<file path="src/rtl/alu_input_sequencer.sv">
// rtl/alu_input_sequencer.sv - switch/button front end that sequences opcode, source and destination loads into ALU_wrapper
module alu_input_sequencer #(
    parameter int DB_CYCLES     = 16,
    parameter int SETTLE_CYCLES = 2
) (
    input  logic        clk,
    input  logic        rst_n,
    input  logic        step,
    input  logic [9:0]  data_in,
    output logic [9:0]  data_out,
    output logic        ld_op_code,
    output logic        ld_src,
    output logic        ld_dest,
    input  logic [15:0] alu_out,
    input  logic [4:0]  alu_flags,
    output logic [15:0] result,
    output logic [4:0]  flags,
    output logic        result_valid,
    output logic [1:0]  phase
);

    localparam logic [15:0] DB_LIMIT     = 16'(DB_CYCLES);
    localparam logic [3:0]  SETTLE_LIMIT = 4'(SETTLE_CYCLES);

    typedef enum logic [2:0] {
        S_OP,
        S_SRC,
        S_DEST,
        S_EXEC,
        S_DONE
    } state_t;

    state_t      state;
    logic        step_meta;
    logic        step_sync;
    logic        db_level;
    logic        db_prev;
    logic [15:0] db_count;
    logic [3:0]  settle_count;
    logic        step_pulse;

    always_ff @(posedge clk or negedge rst_n) begin
        if (!rst_n) begin
            step_meta <= 1'b0;
            step_sync <= 1'b0;
        end else begin
            step_meta <= step;
            step_sync <= step_meta;
        end
    end

    // The debounced level only moves after the synchronised level has
    // disagreed with it for DB_CYCLES + 1 consecutive samples.
    always_ff @(posedge clk or negedge rst_n) begin
        if (!rst_n) begin
            db_level <= 1'b0;
            db_prev  <= 1'b0;
            db_count <= '0;
        end else begin
            db_prev <= db_level;
            if (step_sync == db_level) begin
                db_count <= '0;
            end else if (db_count == DB_LIMIT) begin
                db_level <= ~db_level;
                db_count <= '0;
            end else begin
                db_count <= db_count + 16'd1;
            end
        end
    end

    assign step_pulse = db_level & ~db_prev;

    always_ff @(posedge clk or negedge rst_n) begin
        if (!rst_n) begin
            state        <= S_OP;
            data_out     <= '0;
            ld_op_code   <= 1'b0;
            ld_src       <= 1'b0;
            ld_dest      <= 1'b0;
            result       <= '0;
            flags        <= '0;
            result_valid <= 1'b0;
            phase        <= 2'd0;
            settle_count <= '0;
        end else begin
            ld_op_code <= 1'b0;
            ld_src     <= 1'b0;
            ld_dest    <= 1'b0;
            case (state)
                S_OP: begin
                    if (step_pulse) begin
                        data_out   <= data_in;
                        ld_op_code <= 1'b1;
                        state      <= S_SRC;
                        phase      <= 2'd1;
                    end
                end
                S_SRC: begin
                    if (step_pulse) begin
                        data_out <= data_in;
                        ld_src   <= 1'b1;
                        state    <= S_DEST;
                        phase    <= 2'd2;
                    end
                end
                S_DEST: begin
                    if (step_pulse) begin
                        data_out     <= data_in;
                        ld_dest      <= 1'b1;
                        state        <= S_EXEC;
                        phase        <= 2'd3;
                        settle_count <= '0;
                    end
                end
                // Presses arriving while the ALU settles are dropped on purpose.
                S_EXEC: begin
                    if (settle_count == SETTLE_LIMIT) begin
                        result       <= alu_out;
                        flags        <= alu_flags;
                        result_valid <= 1'b1;
                        state        <= S_DONE;
                    end else begin
                        settle_count <= settle_count + 4'd1;
                    end
                end
                S_DONE: begin
                    if (step_pulse) begin
                        result_valid <= 1'b0;
                        data_out     <= data_in;
                        ld_op_code   <= 1'b1;
                        state        <= S_SRC;
                        phase        <= 2'd1;
                    end
                end
                default: begin
                    state <= S_OP;
                    phase <= 2'd0;
                end
            endcase
        end
    end

endmodule
</file>
<file path="config.mk">
export PLATFORM = sky130hd
export DESIGN_NAME = alu_input_sequencer
export DESIGN_NICKNAME = d
export VERILOG_FILES = /design/src/rtl/alu_input_sequencer.sv
export SDC_FILE = /design/constraint.sdc
export NUM_CORES = 1
export LEC_CHECK = 0
export ABC_AREA = 1
export CELL_PAD_IN_SITES_DETAIL_PLACEMENT = 0
export CELL_PAD_IN_SITES_GLOBAL_PLACEMENT = 1
export CORE_UTILIZATION = 37
export CTS_CLUSTER_SIZE = 40
export DETAILED_ROUTE_END_ITERATION = 16
export GPL_ROUTABILITY_DRIVEN = 0
export GPL_TIMING_DRIVEN = 0
export PLACE_DENSITY = 0.9
export RECOVER_POWER = 50
export SKIP_LAST_GASP = 1
export SLEW_MARGIN = 20
export SYNTH_ARGS = -nofsm -noshare
export SYNTH_HDL_FRONTEND = slang
export SYNTH_SLANG_ARGS = --single-unit
</file>
<file path="constraint.sdc">
create_clock -name clk -period 1.35 [get_ports clk]
set_input_delay 0.2025 -clock clk [delete_from_list [all_inputs] [get_ports clk]]
set_output_delay 0.2025 -clock clk [all_outputs]
set_load 0.01 [all_outputs]
</file>
# Yosys cells after proc, flatten, opt, wreduce, memory -nomap -nowiden
# Cells that the tools add are included.
# totals
register_bits	64
in_bits	34
output_inout_bits	37
wordCells	68
# op_classes
add_sub_neg	2
n_eq_ne	13
muxes	21
bitwise	5
reduce_logical	12
# ops
op	count
16-bit 2-to-1 mux	2
16-bit by 1-bit adder with 16-bit output (second input constant)	1
16-bit by 5-bit equality test with 1-bit output (second input constant)	1
3-bit 2-to-1 mux	4
3-bit one-hot mux with 4 select lines	1
2-bit != test (second input constant)	5
4-bit 2-to-1 mux	2
2-bit one-hot mux with 4 select lines	1
4-bit one-hot mux with 2 select lines	1
4-bit AND reduction	2
3-bit by 2-bit equality test with 1-bit output (second input constant)	2
1-bit 2-to-1 mux	6
2-bit 2-to-1 mux	3
2-bit AND reduction	3
3-bit AND reduction	2
4-bit by 1-bit adder with 4-bit output (second input constant)	1
4-bit by 2-bit equality test with 1-bit output (second input constant)	1
1-bit inverter	4
2-bit nonzero test	2
4-bit OR reduction	1
3-bit by 1-bit equality test with 1-bit output (second input constant)	1
3-bit equality test (second input constant)	1
3-bit zero test	1
2-bit by 1-bit != test with 1-bit output (second input constant)	1
4 further kinds	4

# Logic depth before layout (Yosys ltp)
# depth
depth_word	4
depth_mapped	8
mapped_depth_nobuf	8

# Worst setup path before layout
# No wires, ideal clock.
# synth_path
path_kind	flip-flop to flip-flop
start	reg db_count[0]
end	reg db_count[14]
setup_ps	121
arrival_time_ps	1077
required_ps	1229
setup_slack_ps	152
stages_incl_launch_ff	8
n_path_buf	0
period_less_slack_ps	1198
path_cell_list	dfrtp_1 > inv_1 > ha_1 > nand3_1 > nor2_1 > nand2_1 > nand2_1 > nor2_1
# synth_via
elab_chain_len	3
word_cells_on_any_way	4
cone_classes	add/sub: 1; eq/ne: 1; mux: 2
# synth_lines
item	line_no	text
from (decl)	38	logic [15:0] db_count;
from (signal assigned)	67	db_count <= db_count + 16'd1;
16-bit by 1-bit adder with 16-bit output / 16-bit by 5-bit equality test with 1-bit output (equally long branches)	67, 63	
16-bit 2-to-1 mux *	63	end else if (db_count == DB_LIMIT) begin
16-bit 2-to-1 mux *	61	if (step_sync == db_level) begin
# Mark *: on every way between the ends. The rest lies on a longest branch, timed or not.
# A chain may end at the register's enable or synchronous reset.

# Final worst setup path
# layout_path
start	reg settle_count[0]
end	reg result[12]
# layout_via
elab_chain_len	2
# layout_lines
item	line_no	text
from (decl)	39	logic [3:0] settle_count;
from (signal assigned)	124	settle_count <= settle_count + 4'd1;
4-bit by 2-bit equality test with 1-bit output	118	if (settle_count == SETTLE_LIMIT) begin
2-bit AND reduction (no line)	--	
to (signal assigned)	119	result <= alu_out;
to (decl)	16	output logic [15:0] result,
# Every way passes these cells.

==> impl_metrics.tcl <==
set metrics [dict create \
    die_w_um 91.5 \
    postRouteWirelength_um 5990 \
    synth_area_leader_cell "sky130_fd_sc_hd__dfrtp_1" \
    grtUsageTotal_pct 15.8 \
    power_density_nw_per_um2 947 \
    drv_cap 0 \
    root_buffer "sky130_fd_sc_hd__clkbuf_8" \
    hold-path-cell-count 0 \
    io_count 71 \
    timing.critical_path.slowest_stage_cell "sky130_fd_sc_hd__dfrtp_2" \
    post-place-cells 512 \
    grt_max_degree 58 \
    final_min_period_over_clock_period_pct 92.7 \
    fin_nets 464 \
    detailroute.wirelength.met3_um 472 \
    post_drt_via_cell_ratio 4.46 \
    reg2reg_from "settle_count[0]" \
    die_y_um 91.5 \
    antenna_found_initial 0 \
    critPathCaptureType "flip-flop" \
    rr_worst_depth 6 \
    netlist_area_sq_um 2960 \
    routedWlPerCell_um 11.2 \
    max-vdd-ir-drop_mv 0.521 \
    run_status "finished, final reports clean" \
    met1_length_um 2740 \
    worstSetupPathType "reg -> reg" \
    start_util_pct 38.3 \
    yosysSeqAreaShare_pct 54.1 \
    critPathMaxStageDelay_ns 0.44 \
    wire_length_of_the_first_global_routing_pass_um 10500 \
    final.hold.worst_slack_ns 0.353 \
    arrival_ns 1.47 \
    wl_met2_um 2710 \
    timing.fmax_ghz 0.799 \
    cp_max_fo 10 \
    yosys.cell_types.count 28 \
    portBuffers 70 \
    worst_hold_startpoint "step_meta" \
    netlist_instances 339 \
    rows 32 \
    clock_skew_ns 0.0112 \
    die_outline_area_sq_um 8370 \
    final_cell_mix "sky130_fd_sc_hd__nand2_1 (94), sky130_fd_sc_hd__dfrtp_1 (62), sky130_fd_sc_hd__inv_1 (43)" \
    max-slew-margin-rel_pct 63.4 \
    setup_viol 0 \
    cts_bufs_inserted 9 \
    global_route.overflow_total 0 \
    mapped_avg_cell_area_sq_um 8.74 \
    drtPass1Iterations 4 \
    synth.ff_latch_count 64 \
    worstHoldEndpoint "step_sync" \
    syn-num-nets 377 \
    hold_path.class "reg -> reg" \
    finalWorstPathRequiredPeriod_ns 1.25 \
    ff_to_ff_end "result[12]" \
    timing.critical_path.from_type "flip-flop" \
    rsz0062_at_grt "true" \
    insertion_delay_ns 0.33 \
    cts_htree_levels 3 \
    core-area_sq_um 7730 \
    reg2reg_slack_ns 0.1 \
    first_global_vias 2358 \
    number_of_routed_nets_with_antenna_violations 0 \
    drc 0 \
    hold_fails_final_rpt 0 \
    drt-initial-drc-count 99 \
    cts.reportedPaths.clkPinSlew_ns 0.07 \
    worstPathCellList "inv_1 -> ha_2 -> nand3_4 -> buf_6 -> nand2_1 -> o21ai_2" \
    post_route_cells_drive_above_1_share_pct 16.0 \
    cp.required_ns 1.57 \
    synth_area_leaders "sky130_fd_sc_hd__dfrtp_1 (54%), sky130_fd_sc_hd__nand2_1 (12%), sky130_fd_sc_hd__inv_1 (5.6%)" \
    timing_max_transition_violations_final 0 \
    routed-via-count 2377 \
    cts_max_path_buffers 2 \
    antennaDiodeCount 0 \
    cellLeakagePower_uw 0.00186 \
    detailedPlacementHpwl_um 4420 \
    ys_warn_count 0 \
    tritoncts "done" \
    area_growth_pct 36.2 \
    instances_no_fill 533 \
    worst_max_slew_pin_slew_ns 0.549 \
    final_common_cell "sky130_fd_sc_hd__nand2_1" \
    clkSinkCount 64 \
    synthDominantCellAreaShare_pct 54.1 \
    top_signal_layer_used "met4" \
]
-- logic make-up after synthesis --
group           after synthesis  synth area share, %
flops                        64                 54.1
simple gates                174                 25.4
compound gates               36                 8.66
xor+xnor                      7                 2.07
fa+ha+maj                     4                 1.69
buf+inv                      54                 8.07
-- metal layers --
layer | global-route usage [%] | vias to the layer above
li1 | - | 1226
met1 | 19.8 | 1087
met2 | 25.1 | 56
met3 | 6.62 | 8
met4 | 4.37 | 0
met5 | 0 | -
-- stage by stage --
stage          setup TNS (ns)  utilization [%]  area (sq um)  total power (uW)  worst slack [ns]
2_1_floorplan               0                -          2960              2030             0.152
3_3_place_gp          -135.23             49.0          3790              2180             -2.12
3_5_place_dp         -0.00921             49.4          3810              2200          -0.00921
4_1_cts                     0             51.5          3980              3850            0.0135
5_1_grt               -0.0855             52.2          4030              3970           -0.0333
6_report                    0             52.2          4030              3820            0.0982
-- layout make-up --
class                           instances  area, sq um
Buffer                                  7         62.6
Clock buffer                           13          159
Clock inverter                          3         40.0
Fill cell                             730         3690
Inverter                               47          176
Multi-Input combinational cell        221         1150
Sequential cell                        64         1600
Tap cell                              102          128
Timing Repair Buffer                   76          716
-- where the power goes --
| group | internal, uW | switching (uW) |
|---|---|---|
| Clock | 950 | 705 |
| Combinational | 120 | 95.8 |
| Sequential | 1930 | 15.0 |
-- worst max path at each step --
stage,from,end,slack (ns),cells past startpoint
2_1_floorplan,db_count[0],db_count[14],0.15,7
3_3_place_gp,rst_n,flags[3],-2.12,1
3_5_place_dp,db_count[0],db_count[14],-0.009,7
4_1_cts,settle_count[0],settle_count[1],0.01,8
5_1_grt,db_count[1],db_count[13],-0.03,8
6_report,settle_count[0],result[12],0.1,6
-- worst max-delay path, delay by kind of cell (launching register included) --
kind                     cells  cell delay [ns]
AO/OA/AOI/OAI                1             0.05
adder cells (fa/ha/maj)      1             0.20
buffers and inverters        2             0.25
flip-flops                   1             0.44
AND/OR/NAND/NOR              2             0.21
-- cell usage after synthesis, drive strengths merged --
cell	n
nor2	43
buf	7
or2	1
nand3	22
nand2	101
xnor2	3
nand4	5
xor2	4
o21bai	1
o21ai	30
a21oi	3
dfrtp	64
o211ai	1
inv	47
nor3	2
ha	4
a31o	1
-- state kept, by name, summed over array words and instances, names as in the netlist, 2 cells and up --
register / flops
result: 16
flags: 5
state: 3
phase: 2
db_count: 16
data_out: 10
settle_count: 4
-- repair_timing --
item                                   in CTS  in global routing
endpoints found under the hold margin      64                  0
hold buffers                                1                  0
buffers inserted                            0                  4
setup endpoints to repair                  39                 30
pin swaps                                   0                  3
resized for setup                          38                  9
Power figures use the tool's default switching activity.
